===== src/rtl/id_ex_pipeline_reg_if.sv =====
// ID->EX pipeline-register bundle: decoded ID fields and pipeline controls
// in, registered EX fields and the bubble counter out.
interface id_ex_pipeline_reg_if #(
  parameter int DATA_W = 32,
  parameter int CNT_W  = 16
);
  logic              stall;
  logic              flush;
  logic              bubble;

  logic              ID_B_instr;
  logic              ID_load_instr;
  logic              ID_RF_instr;
  logic              ID_shift_imm;
  logic [3:0]        ID_ALU_op;
  logic [3:0]        ID_cond;
  logic [DATA_W-1:0] ID_Rn_val;
  logic [DATA_W-1:0] ID_Rm_val;
  logic [11:0]       ID_shifter_op;
  logic [3:0]        ID_Rd;
  logic              ID_valid;

  logic              EX_B_instr;
  logic              EX_load_instr;
  logic              EX_RF_instr;
  logic              EX_shift_imm;
  logic [3:0]        EX_ALU_op;
  logic [3:0]        EX_cond;
  logic [DATA_W-1:0] EX_Rn_val;
  logic [DATA_W-1:0] EX_Rm_val;
  logic [11:0]       EX_shifter_op;
  logic [3:0]        EX_Rd;
  logic              EX_valid;
  logic [CNT_W-1:0]  bubble_cnt;

  // Hazard/decode side: drives ID fields and pipeline controls.
  modport master (
    output stall, flush, bubble,
    output ID_B_instr, ID_load_instr, ID_RF_instr, ID_shift_imm, ID_ALU_op,
    output ID_cond, ID_Rn_val, ID_Rm_val, ID_shifter_op, ID_Rd, ID_valid,
    input  EX_B_instr, EX_load_instr, EX_RF_instr, EX_shift_imm, EX_ALU_op,
    input  EX_cond, EX_Rn_val, EX_Rm_val, EX_shifter_op, EX_Rd, EX_valid,
    input  bubble_cnt
  );

  modport slave (
    input  stall, flush, bubble,
    input  ID_B_instr, ID_load_instr, ID_RF_instr, ID_shift_imm, ID_ALU_op,
    input  ID_cond, ID_Rn_val, ID_Rm_val, ID_shifter_op, ID_Rd, ID_valid,
    output EX_B_instr, EX_load_instr, EX_RF_instr, EX_shift_imm, EX_ALU_op,
    output EX_cond, EX_Rn_val, EX_Rm_val, EX_shifter_op, EX_Rd, EX_valid,
    output bubble_cnt
  );
endinterface


===== src/rtl/id_ex_pipeline_reg.sv =====
// ID/EX pipeline register with flush > stall > bubble > load priority and a
// saturating count of inserted hazard bubbles.
module id_ex_pipeline_reg #(
  parameter int DATA_W = 32,
  parameter int CNT_W  = 16
) (
  input logic                 clk,
  input logic                 reset,
  id_ex_pipeline_reg_if.slave bus
);

  localparam logic [CNT_W-1:0] CNT_MAX = '1;

  logic              r_B_instr;
  logic              r_load_instr;
  logic              r_RF_instr;
  logic              r_shift_imm;
  logic [3:0]        r_ALU_op;
  logic [3:0]        r_cond;
  logic [DATA_W-1:0] r_Rn_val;
  logic [DATA_W-1:0] r_Rm_val;
  logic [11:0]       r_shifter_op;
  logic [3:0]        r_Rd;
  logic              r_valid;
  logic [CNT_W-1:0]  r_bubble_cnt;

  // Control is exposed only for a real instruction that is not being bubbled.
  logic w_ctrl_en;
  assign w_ctrl_en = bus.ID_valid & ~bus.bubble;

  // NOTE: sequential state uses non-blocking assignments so every register
  // samples pre-edge values; the async reset clears all state, no clock needed.
  always_ff @(posedge clk or negedge reset) begin
    if (!reset) begin
      r_B_instr    <= 1'b0;
      r_load_instr <= 1'b0;
      r_RF_instr   <= 1'b0;
      r_shift_imm  <= 1'b0;
      r_ALU_op     <= '0;
      r_cond       <= '0;
      r_Rn_val     <= '0;
      r_Rm_val     <= '0;
      r_shifter_op <= '0;
      r_Rd         <= '0;
      r_valid      <= 1'b0;
      r_bubble_cnt <= '0;
    end else if (bus.flush) begin
      r_B_instr    <= 1'b0;
      r_load_instr <= 1'b0;
      r_RF_instr   <= 1'b0;
      r_shift_imm  <= 1'b0;
      r_ALU_op     <= '0;
      r_cond       <= '0;
      r_Rn_val     <= '0;
      r_Rm_val     <= '0;
      r_shifter_op <= '0;
      r_Rd         <= '0;
      r_valid      <= 1'b0;
    end else if (!bus.stall) begin
      r_B_instr    <= bus.ID_B_instr    & w_ctrl_en;
      r_load_instr <= bus.ID_load_instr & w_ctrl_en;
      r_RF_instr   <= bus.ID_RF_instr   & w_ctrl_en;
      r_shift_imm  <= bus.ID_shift_imm  & w_ctrl_en;
      r_ALU_op     <= w_ctrl_en ? bus.ID_ALU_op : 4'b0000;
      r_valid      <= w_ctrl_en;
      r_cond       <= bus.ID_cond;
      r_Rn_val     <= bus.ID_Rn_val;
      r_Rm_val     <= bus.ID_Rm_val;
      r_shifter_op <= bus.ID_shifter_op;
      r_Rd         <= bus.ID_Rd;
      if (bus.bubble && (r_bubble_cnt != CNT_MAX)) begin
        r_bubble_cnt <= r_bubble_cnt + 1'b1;
      end
    end
  end

  assign bus.EX_B_instr    = r_B_instr;
  assign bus.EX_load_instr = r_load_instr;
  assign bus.EX_RF_instr   = r_RF_instr;
  assign bus.EX_shift_imm  = r_shift_imm;
  assign bus.EX_ALU_op     = r_ALU_op;
  assign bus.EX_cond       = r_cond;
  assign bus.EX_Rn_val     = r_Rn_val;
  assign bus.EX_Rm_val     = r_Rm_val;
  assign bus.EX_shifter_op = r_shifter_op;
  assign bus.EX_Rd         = r_Rd;
  assign bus.EX_valid      = r_valid;
  assign bus.bubble_cnt    = r_bubble_cnt;

endmodule

===== src/flat_wrapper.sv =====
// flat-port wrapper written by rule: the top's interface ports become plain ports
module id_ex_pipeline_reg_flat 
#(
  parameter int DATA_W = 32,
  parameter int CNT_W  = 16
)
  (clk, reset, bus_stall, bus_flush, bus_bubble, bus_ID_B_instr, bus_ID_load_instr, bus_ID_RF_instr, bus_ID_shift_imm, bus_ID_ALU_op, bus_ID_cond, bus_ID_Rn_val, bus_ID_Rm_val, bus_ID_shifter_op, bus_ID_Rd, bus_ID_valid, bus_EX_B_instr, bus_EX_load_instr, bus_EX_RF_instr, bus_EX_shift_imm, bus_EX_ALU_op, bus_EX_cond, bus_EX_Rn_val, bus_EX_Rm_val, bus_EX_shifter_op, bus_EX_Rd, bus_EX_valid, bus_bubble_cnt);
  id_ex_pipeline_reg_if #(.DATA_W(DATA_W), .CNT_W(CNT_W)) bus_i ();
  input logic clk;
  input logic reset;
  input wire logic [$bits(bus_i.stall)-1:0] bus_stall;
  input wire logic [$bits(bus_i.flush)-1:0] bus_flush;
  input wire logic [$bits(bus_i.bubble)-1:0] bus_bubble;
  input wire logic [$bits(bus_i.ID_B_instr)-1:0] bus_ID_B_instr;
  input wire logic [$bits(bus_i.ID_load_instr)-1:0] bus_ID_load_instr;
  input wire logic [$bits(bus_i.ID_RF_instr)-1:0] bus_ID_RF_instr;
  input wire logic [$bits(bus_i.ID_shift_imm)-1:0] bus_ID_shift_imm;
  input wire logic [$bits(bus_i.ID_ALU_op)-1:0] bus_ID_ALU_op;
  input wire logic [$bits(bus_i.ID_cond)-1:0] bus_ID_cond;
  input wire logic [$bits(bus_i.ID_Rn_val)-1:0] bus_ID_Rn_val;
  input wire logic [$bits(bus_i.ID_Rm_val)-1:0] bus_ID_Rm_val;
  input wire logic [$bits(bus_i.ID_shifter_op)-1:0] bus_ID_shifter_op;
  input wire logic [$bits(bus_i.ID_Rd)-1:0] bus_ID_Rd;
  input wire logic [$bits(bus_i.ID_valid)-1:0] bus_ID_valid;
  output wire logic [$bits(bus_i.EX_B_instr)-1:0] bus_EX_B_instr;
  output wire logic [$bits(bus_i.EX_load_instr)-1:0] bus_EX_load_instr;
  output wire logic [$bits(bus_i.EX_RF_instr)-1:0] bus_EX_RF_instr;
  output wire logic [$bits(bus_i.EX_shift_imm)-1:0] bus_EX_shift_imm;
  output wire logic [$bits(bus_i.EX_ALU_op)-1:0] bus_EX_ALU_op;
  output wire logic [$bits(bus_i.EX_cond)-1:0] bus_EX_cond;
  output wire logic [$bits(bus_i.EX_Rn_val)-1:0] bus_EX_Rn_val;
  output wire logic [$bits(bus_i.EX_Rm_val)-1:0] bus_EX_Rm_val;
  output wire logic [$bits(bus_i.EX_shifter_op)-1:0] bus_EX_shifter_op;
  output wire logic [$bits(bus_i.EX_Rd)-1:0] bus_EX_Rd;
  output wire logic [$bits(bus_i.EX_valid)-1:0] bus_EX_valid;
  output wire logic [$bits(bus_i.bubble_cnt)-1:0] bus_bubble_cnt;
  assign bus_i.stall = bus_stall;
  assign bus_i.flush = bus_flush;
  assign bus_i.bubble = bus_bubble;
  assign bus_i.ID_B_instr = bus_ID_B_instr;
  assign bus_i.ID_load_instr = bus_ID_load_instr;
  assign bus_i.ID_RF_instr = bus_ID_RF_instr;
  assign bus_i.ID_shift_imm = bus_ID_shift_imm;
  assign bus_i.ID_ALU_op = bus_ID_ALU_op;
  assign bus_i.ID_cond = bus_ID_cond;
  assign bus_i.ID_Rn_val = bus_ID_Rn_val;
  assign bus_i.ID_Rm_val = bus_ID_Rm_val;
  assign bus_i.ID_shifter_op = bus_ID_shifter_op;
  assign bus_i.ID_Rd = bus_ID_Rd;
  assign bus_i.ID_valid = bus_ID_valid;
  assign bus_EX_B_instr = bus_i.EX_B_instr;
  assign bus_EX_load_instr = bus_i.EX_load_instr;
  assign bus_EX_RF_instr = bus_i.EX_RF_instr;
  assign bus_EX_shift_imm = bus_i.EX_shift_imm;
  assign bus_EX_ALU_op = bus_i.EX_ALU_op;
  assign bus_EX_cond = bus_i.EX_cond;
  assign bus_EX_Rn_val = bus_i.EX_Rn_val;
  assign bus_EX_Rm_val = bus_i.EX_Rm_val;
  assign bus_EX_shifter_op = bus_i.EX_shifter_op;
  assign bus_EX_Rd = bus_i.EX_Rd;
  assign bus_EX_valid = bus_i.EX_valid;
  assign bus_bubble_cnt = bus_i.bubble_cnt;
  id_ex_pipeline_reg #(.DATA_W(DATA_W), .CNT_W(CNT_W)) u_core (.clk(clk), .reset(reset), .bus(bus_i));
endmodule

===== config.mk =====
export PLATFORM = sky130hd
export DESIGN_NAME = id_ex_pipeline_reg_flat
export DESIGN_NICKNAME = d
export VERILOG_FILES = /design/src/rtl/id_ex_pipeline_reg_if.sv /design/src/rtl/id_ex_pipeline_reg.sv /design/src/flat_wrapper.sv
export SDC_FILE = /design/constraint.sdc
export NUM_CORES = 1
export LEC_CHECK = 0
export BUFFER_PORTS_ARGS = -buffer_cell sky130_fd_sc_hd__buf_4
export CAP_MARGIN = 20
export CORE_UTILIZATION = 50
export DETAILED_ROUTE_END_ITERATION = 6
export PLACE_DENSITY = 0.92
export RECOVER_POWER = 50
export SLEW_MARGIN = 40
export SYNTH_ARGS = -nofsm -noshare
export SYNTH_HDL_FRONTEND = slang
export SYNTH_SLANG_ARGS = --single-unit

===== constraint.sdc =====
create_clock -name clk -period 4.9 [get_ports clk]
set_clock_uncertainty 0.2 [all_clocks]
set_input_delay 0 -clock clk [delete_from_list [all_inputs] [get_ports clk]]
set_output_delay 0 -clock clk [all_outputs]
set_load 0.05 [all_outputs]

==> run_results.csv, run 1 <==
group,metric,value,unit
synthesis,synth_area_per_cell,12.4,um2
clock_network,cts.sinks,109,
global_route,grt_pass1_wl,22900,um
timing,timing.fmax,379,MHz
final_layout,fillerInstances,561,
worst_hold_path,worstHoldPathType,"primary input to asynchronous set/reset pin",
clock_network,clock_path_buffers,2,
setup_path,r2r_cells,5,
power_and_ir_drop,ir_worst_vdd,0.175,mV
global_route,track_usage,31.1,%
die,design.die.area,9370,um2
synthesis,synth_cell_type_count,29,
timing,rsz0062_at_grt,"no",
power_and_ir_drop,seqPwrFrac,48.9,%
synthesis,synthFlopType,"dfrtp_1",
power_and_ir_drop,pwr-share-clk,23.2,%
synthesis,yosys.area.top_type_share,60.7,%
setup_path,cp_cell_sequence,"buf_4 -> buf_4 -> nor2b_1 -> a22o_1 -> dlygate4sd3_1",
power_and_ir_drop,p_leak,3.49,nW
timing,setup_viol,0,
global_route,grt_pass1_vias,4472,
clock_network,clock_latency,350,ps
die,die_w,96.8,um
outcome,status,"completed",
setup_path,cp.required,4980,ps
synthesis,netlist_top_cells_area,"dfrtp_1, mux2i_1, nor2_1, xnor2_1, a22o_1",
timing,hold_viol,0,
setup_path,r2r_setup_slack,2870,ps
timing,fin_crit_sh,53.9,%
timing,tightestPinTransition,771,ps
power_and_ir_drop,p_sw_share,35.3,%
clock_network,cts_setup_buffers,0,
global_route,grt_max_degree,88,
final_layout,finalNetCount,763,
detailed_routing,drt_first_pass_iters,5,
setup_path,crit_path_max_incr_delay,740,ps
clock_network,cts_buffers,9,
setup_path,critical_path.top_delay_family,"buffers and inverters",
setup_path,r2r-end,"u_core.bus.bubble_cnt[1]",
synthesis,yosysMostFrequentCell,"dfrtp_1",
die,coreArea,8720,um2
power_and_ir_drop,combPwrFrac,27.9,%
synthesis,synth_area,4490,um2
setup_path,cpMaxStageDelayCell,"buf_4",
setup_path,end_kind,"flop",
synthesis,synth-edff-count,0,
synthesis,synth-async-reset-ratio,100,%
timing,timing.slew.headroom,48.6,%
final_layout,diodes,0,
detailed_routing,antenna_left,0,
timing,tns,0,ps
timing,finalWorstSetupSlack,2260,ps
placement,dp_slack,2550,ps
final_layout,multi_input_area,1670,um2
power_and_ir_drop,powerDensity,300,nW/um2
setup_path,worstReg2RegStart,"u_core.bus.bubble_cnt[0]",
synthesis,synthCells,363,
setup_path,worstPathMaxFanout,47,
detailed_routing,drt-total-wl,14400,um
final_layout,final_area,6940,um2
detailed_routing,wl_per_cell,18.5,um
clock_network,htreeDepth,3,
synthesis,yosysSeqAreaShare,60.7,%
die,die_h,96.8,um
global_route,grt.overflow.total,0,
synthesis,yosysTopAreaCell,"dfrtp_1",
die,initial_utilization,51.5,%
final_layout,area_delta_synth_final,54.6,%
flow_run,cap_violations,0,
clock_network,cts_tree,"done",
detailed_routing,drtIter0Drc,172,
placement,placed_area,6080,um2
setup_path,crit_path_start_kind,"primary input",
die,io_pins,207,
placement,routabilityCongestion,0.856,
timing,drv_slew,0,
detailed_routing,vias_per_cell,5.28,
clock_network,clkTransAtPathRegs,100,ps
detailed_routing,drc,0,
synthesis,ys_ff_latch,109,
synthesis,yosys_warnings,0,
clock_network,cts_root_buf,"clkbuf_8",
power_and_ir_drop,p_sw,0.000737,W
detailed_routing,dr_total_vias,4105,
timing,finalCriticalPeriod,2640,ps
synthesis,syn-num-nets,462,
placement,portBuffers,206,
power_and_ir_drop,power,0.00209,W
placement,dp_hpwl,7820,um
setup_path,critPathMostFrequentCell,"buf_4",
power_and_ir_drop,internal_power,0.00135,W
setup_path,path_buf_inv,3,
die,placementRows,34,
final_layout,drive_above_1_share,19.9,%
setup_path,arrival,2720,ps
synthesis,synth.top_cells.by_count,"dfrtp_1, nor2_1, mux2i_1, clkbuf_1, xnor2_1",
final_layout,seq_area,2730,um2
setup_path,crit_type,"primary input to flop",
global_route,antenna_found_initial,0,
per-stage QoR:
stage	hold WS, ps	utilization, %	instances
after CTS	30.3	83.5	776
after detailed placement	-123	69.7	657
final	22.4	79.6	777
after floorplan	-496	-	363
after global routing	54.9	79.6	777
after global placement	-136	69.7	657
power groups by stage:
stage	Sequential, W	Combinational (W)	Clock, W
final	0.00102	0.000581	0.000485
after global routing	0.00103	0.000608	0.000528
after CTS	0.00102	0.000602	0.000488
after detailed placement	0.00104	0.000539	0
after global placement	0.00103	0.000527	0
after floorplan	0.00124	0.000117	0
worst register-to-register path, cell delays in order (launching register included):
cell	delay (ps)
dfrtp_1	440
ha_1	240
and4_1	220
and4_1	260
nor2_1	210
mux2_2	360
sequential cells by signal, summed over array words and instances, names as in the netlist, 4 cells and up:
name,cells
u_core.bus.bubble_cnt,16
u_core.bus.EX_Rn_val,32
u_core.bus.EX_shifter_op,12
u_core.bus.EX_Rd,4
u_core.bus.EX_cond,4
u_core.bus.EX_Rm_val,32
u_core.bus.EX_ALU_op,4
cells by family after synthesis:
group           Yosys count  share of synthesized area [%]
xor+xnor                 15                           2.92
buf+inv                  22                           2.42
simple gates            121                           12.8
flops                   109                           60.7
mux                      85                           19.0
fa+ha+maj                 1                          0.278
compound gates           10                           1.89
per-layer routing:
metal  up-vias  routed length (um)  track usage (%)
li1       1832                   -                -
met1      2021                5620             37.0
met2       206                7360             53.7
met3        46                 940             7.59
met4         0                 476             12.9
met5         -                   0                0
timing repair:
action / CTS / global route
hold buffers: 103 / 1
endpoints found under the hold margin: 147 / 62
resized for setup: 0 / 0
area by class of cell:
| cell class | instances | share of cell area [%] |
|---|---|---|
| Clock inverter | 6 | 0.559 |
| Sequential cell | 109 | 39.3 |
| Multi-Input combinational cell | 232 | 24.0 |
| Tap cell | 108 | 1.95 |
| Timing Repair Buffer | 312 | 32.4 |
| Clock buffer | 10 | 1.84 |
worst max-delay path by stage:
stage | endpoint | cells past startpoint | slack, ps | start
2_1_floorplan | u_core.bus.bubble_cnt[1] | 5 | 2770 | u_core.bus.bubble_cnt[0]
3_3_place_gp | u_core.bus.EX_RF_instr | 4 | 2610 | bus_stall
3_5_place_dp | u_core.bus.EX_B_instr | 4 | 2550 | bus_stall
4_1_cts | u_core.bus.EX_B_instr | 5 | 2390 | bus_stall
5_1_grt | u_core.bus.EX_B_instr | 5 | 2130 | bus_stall
6_report | u_core.bus.EX_B_instr | 5 | 2260 | bus_stall
cell usage in the layout (no fill, tap or decap), drive strengths merged, types with 2 or more instances in the layout:
| master | netlist | final |
|---|---|---|
| a22o | 8 | 8 |
| and3 | 2 | 2 |
| and4 | 4 | 4 |
| buf | 11 | 113 |
| clkbuf | 11 | 105 |
| clkinv | 0 | 3 |
| clkinvlp | 0 | 2 |
| dfrtp | 109 | 109 |
| dlygate4sd3 | 0 | 104 |
| mux2i | 84 | 84 |
| nand2 | 3 | 3 |
| nand3 | 7 | 7 |
| nand4 | 7 | 7 |
| nor2 | 88 | 88 |
| nor4 | 2 | 2 |
| xnor2 | 10 | 10 |
| xor2 | 5 | 5 |
(Power assumes the default switching activity.)
==> run 2, diff against run 1 <==
Settings changed: CORE_UTILIZATION 50 to 47, PLACE_DENSITY 0.92 to 0.87.
Clock period 4.9 ns to 2.62 ns, I/O delays scaled along.
==> run 2 against run 1 <==
  * Clock power grew 100%
  * Routed wire length decreased by 1.7%
  * First-iteration DRC count decreased by 17%
  * Sequential power up 87%
  * Critical path depth unchanged
  * Die area rose by 6.3%
  * Critical path type is now flop to flop
  * Largest cell class unchanged
  * Largest power group unchanged
==> run_results.csv, run 2 (same netlist as run 1, synthesis figures left out) <==
group,metric,value,unit
timing,drv_slew,0,
clock_network,clkTransAtPathRegs,110,ps
timing,timing.fmax,482,MHz
setup_path,crit_type,"flop to flop",
clock_network,cts_buffers,9,
timing,finalCriticalPeriod,2070,ps
detailed_routing,drt-total-wl,14200,um
global_route,grt_pass1_vias,4450,
setup_path,crit_path_start_kind,"flop",
timing,timing.slew.headroom,15.3,%
placement,routabilityCongestion,0.804,
setup_path,worstPathMaxFanout,6,
clock_network,cts_root_buf,"clkbuf_8",
final_layout,layout_commonest_cell,"buf_4",
power_and_ir_drop,powerDensity,546,nW/um2
detailed_routing,antenna_left,0,
placement,dp_hpwl,7800,um
detailed_routing,drc,0,
die,design.die.area,9960,um2
clock_network,htreeDepth,3,
placement,placed_area,6130,um2
timing,fin_crit_sh,79.1,%
detailed_routing,dr_total_vias,4103,
global_route,track_usage,29.2,%
final_layout,fin_cells,825,
detailed_routing,vias_per_cell,4.97,
outcome,status,"completed",
clock_network,clock_path_buffers,2,
global_route,grt_max_degree,61,
setup_path,arrival,2110,ps
setup_path,r2r_cells,5,
clock_network,cts.sinks,109,
global_route,antenna_found_initial,1,
placement,dp.cells,680,
die,io_pins,207,
timing,rsz0062_at_grt,"no",
die,initial_utilization,48.6,%
detailed_routing,drtIter0Drc,142,
global_route,grt_pass1_wl,22300,um
timing,tns,0,ps
timing,setup_viol,0,
final_layout,final_area,7400,um2
final_layout,area_delta_synth_final,64.8,%
worst_hold_path,worstHoldPathType,"primary input to flop",
clock_network,cts_tree,"done",
clock_network,clock_latency,360,ps
placement,portBuffers,206,
die,die_h,99.8,um
final_layout,final_cell_mix,"buf_4, dlygate4sd3_1, dfrtp_1",
final_layout,drive_above_1_share,25.2,%
detailed_routing,wl_per_cell,17.2,um
final_layout,finalNetCount,789,
flow_run,cap_violations,0,
setup_path,end_kind,"flop",
worst_hold_path,worst_hold_path.num_cells,3,
power_and_ir_drop,p_leak,3.83,nW
power_and_ir_drop,ir_worst_vdd,0.325,mV
die,coreArea,9240,um2
detailed_routing,drt_first_pass_iters,4,
timing,hold_viol,0,
setup_path,cp.required,2650,ps
die,die_w,99.8,um
die,placementRows,35,
timing,tightestPinTransition,1270,ps
global_route,grt.overflow.total,0,
## run 2: changes by cell type in the layout (fill, tap and decap cells not counted), sizes merged, moves of 2 or more
cell and change:
dlygate4sd3 +24, buf +39, inv +2, clkbuf -36, clkinvlp -2
## run 2: final timing paths
kind                                          start                  endpoint  slack, ps
min in group asynchronous                     reset  u_core.bus.EX_Rm_val[26]        220
max in group asynchronous                     reset  u_core.bus.EX_Rm_val[28]       1070
max reg2reg                u_core.bus.bubble_cnt[0]  u_core.bus.bubble_cnt[1]        550
min                                       bus_stall       u_core.bus.EX_valid         70
max                        u_core.bus.bubble_cnt[0]  u_core.bus.bubble_cnt[1]        550
min reg2reg                     u_core.bus.EX_valid       u_core.bus.EX_valid        310
## run 2: routing by layer
layer	track usage (%)	part of all wire (%)	vias up
li1	-	-	1885
met1	32.2	37	2021
met4	12.0	3.1	0
met2	54.4	55	160
met5	0	0	-
met3	5.99	4.9	37
## run 2: stage by stage
stage               setup WS [ps]  total power [W]  util [%]  hold slack (ps)
global placement              689          0.00292      66.4             -157
global route                  470          0.00421      80.1             64.8
CTS                           603          0.00407      82.3             7.99
detailed placement            638          0.00295      66.4             -146
finish                        547          0.00405      80.1             66.3
floorplan                     493          0.00254         -             -496
## run 2: worst max-delay path: stages (launching register included)
cell,delay (ps)
dfrtp_1,450
ha_1,280
and4_1,220
and4_1,250
nor2_1,200
mux2_2,360
## run 2: area by class of cell
class,instances,area (um2)
flip-flops and latches,109,2730
repair buffers,338,2660
fillers,557,1840
multi-input cells,232,1670
well taps,129,161
clock buffers,11,151
clock inverters,5,40.0
diodes,1,2.50
## run 2: power breakdown
group	switching [W]	internal (W)
registers	0.000113	0.00180
clock network	0.000577	0.000410
logic	0.000713	0.000437
total	0.00140	0.00264
## run 2: repair_timing
item | in CTS | in global routing
hold buffers | 128 | 0
buffers inserted | 0 | 0
hold endpoints to repair | 202 | 0
resized for setup | 0 | 0
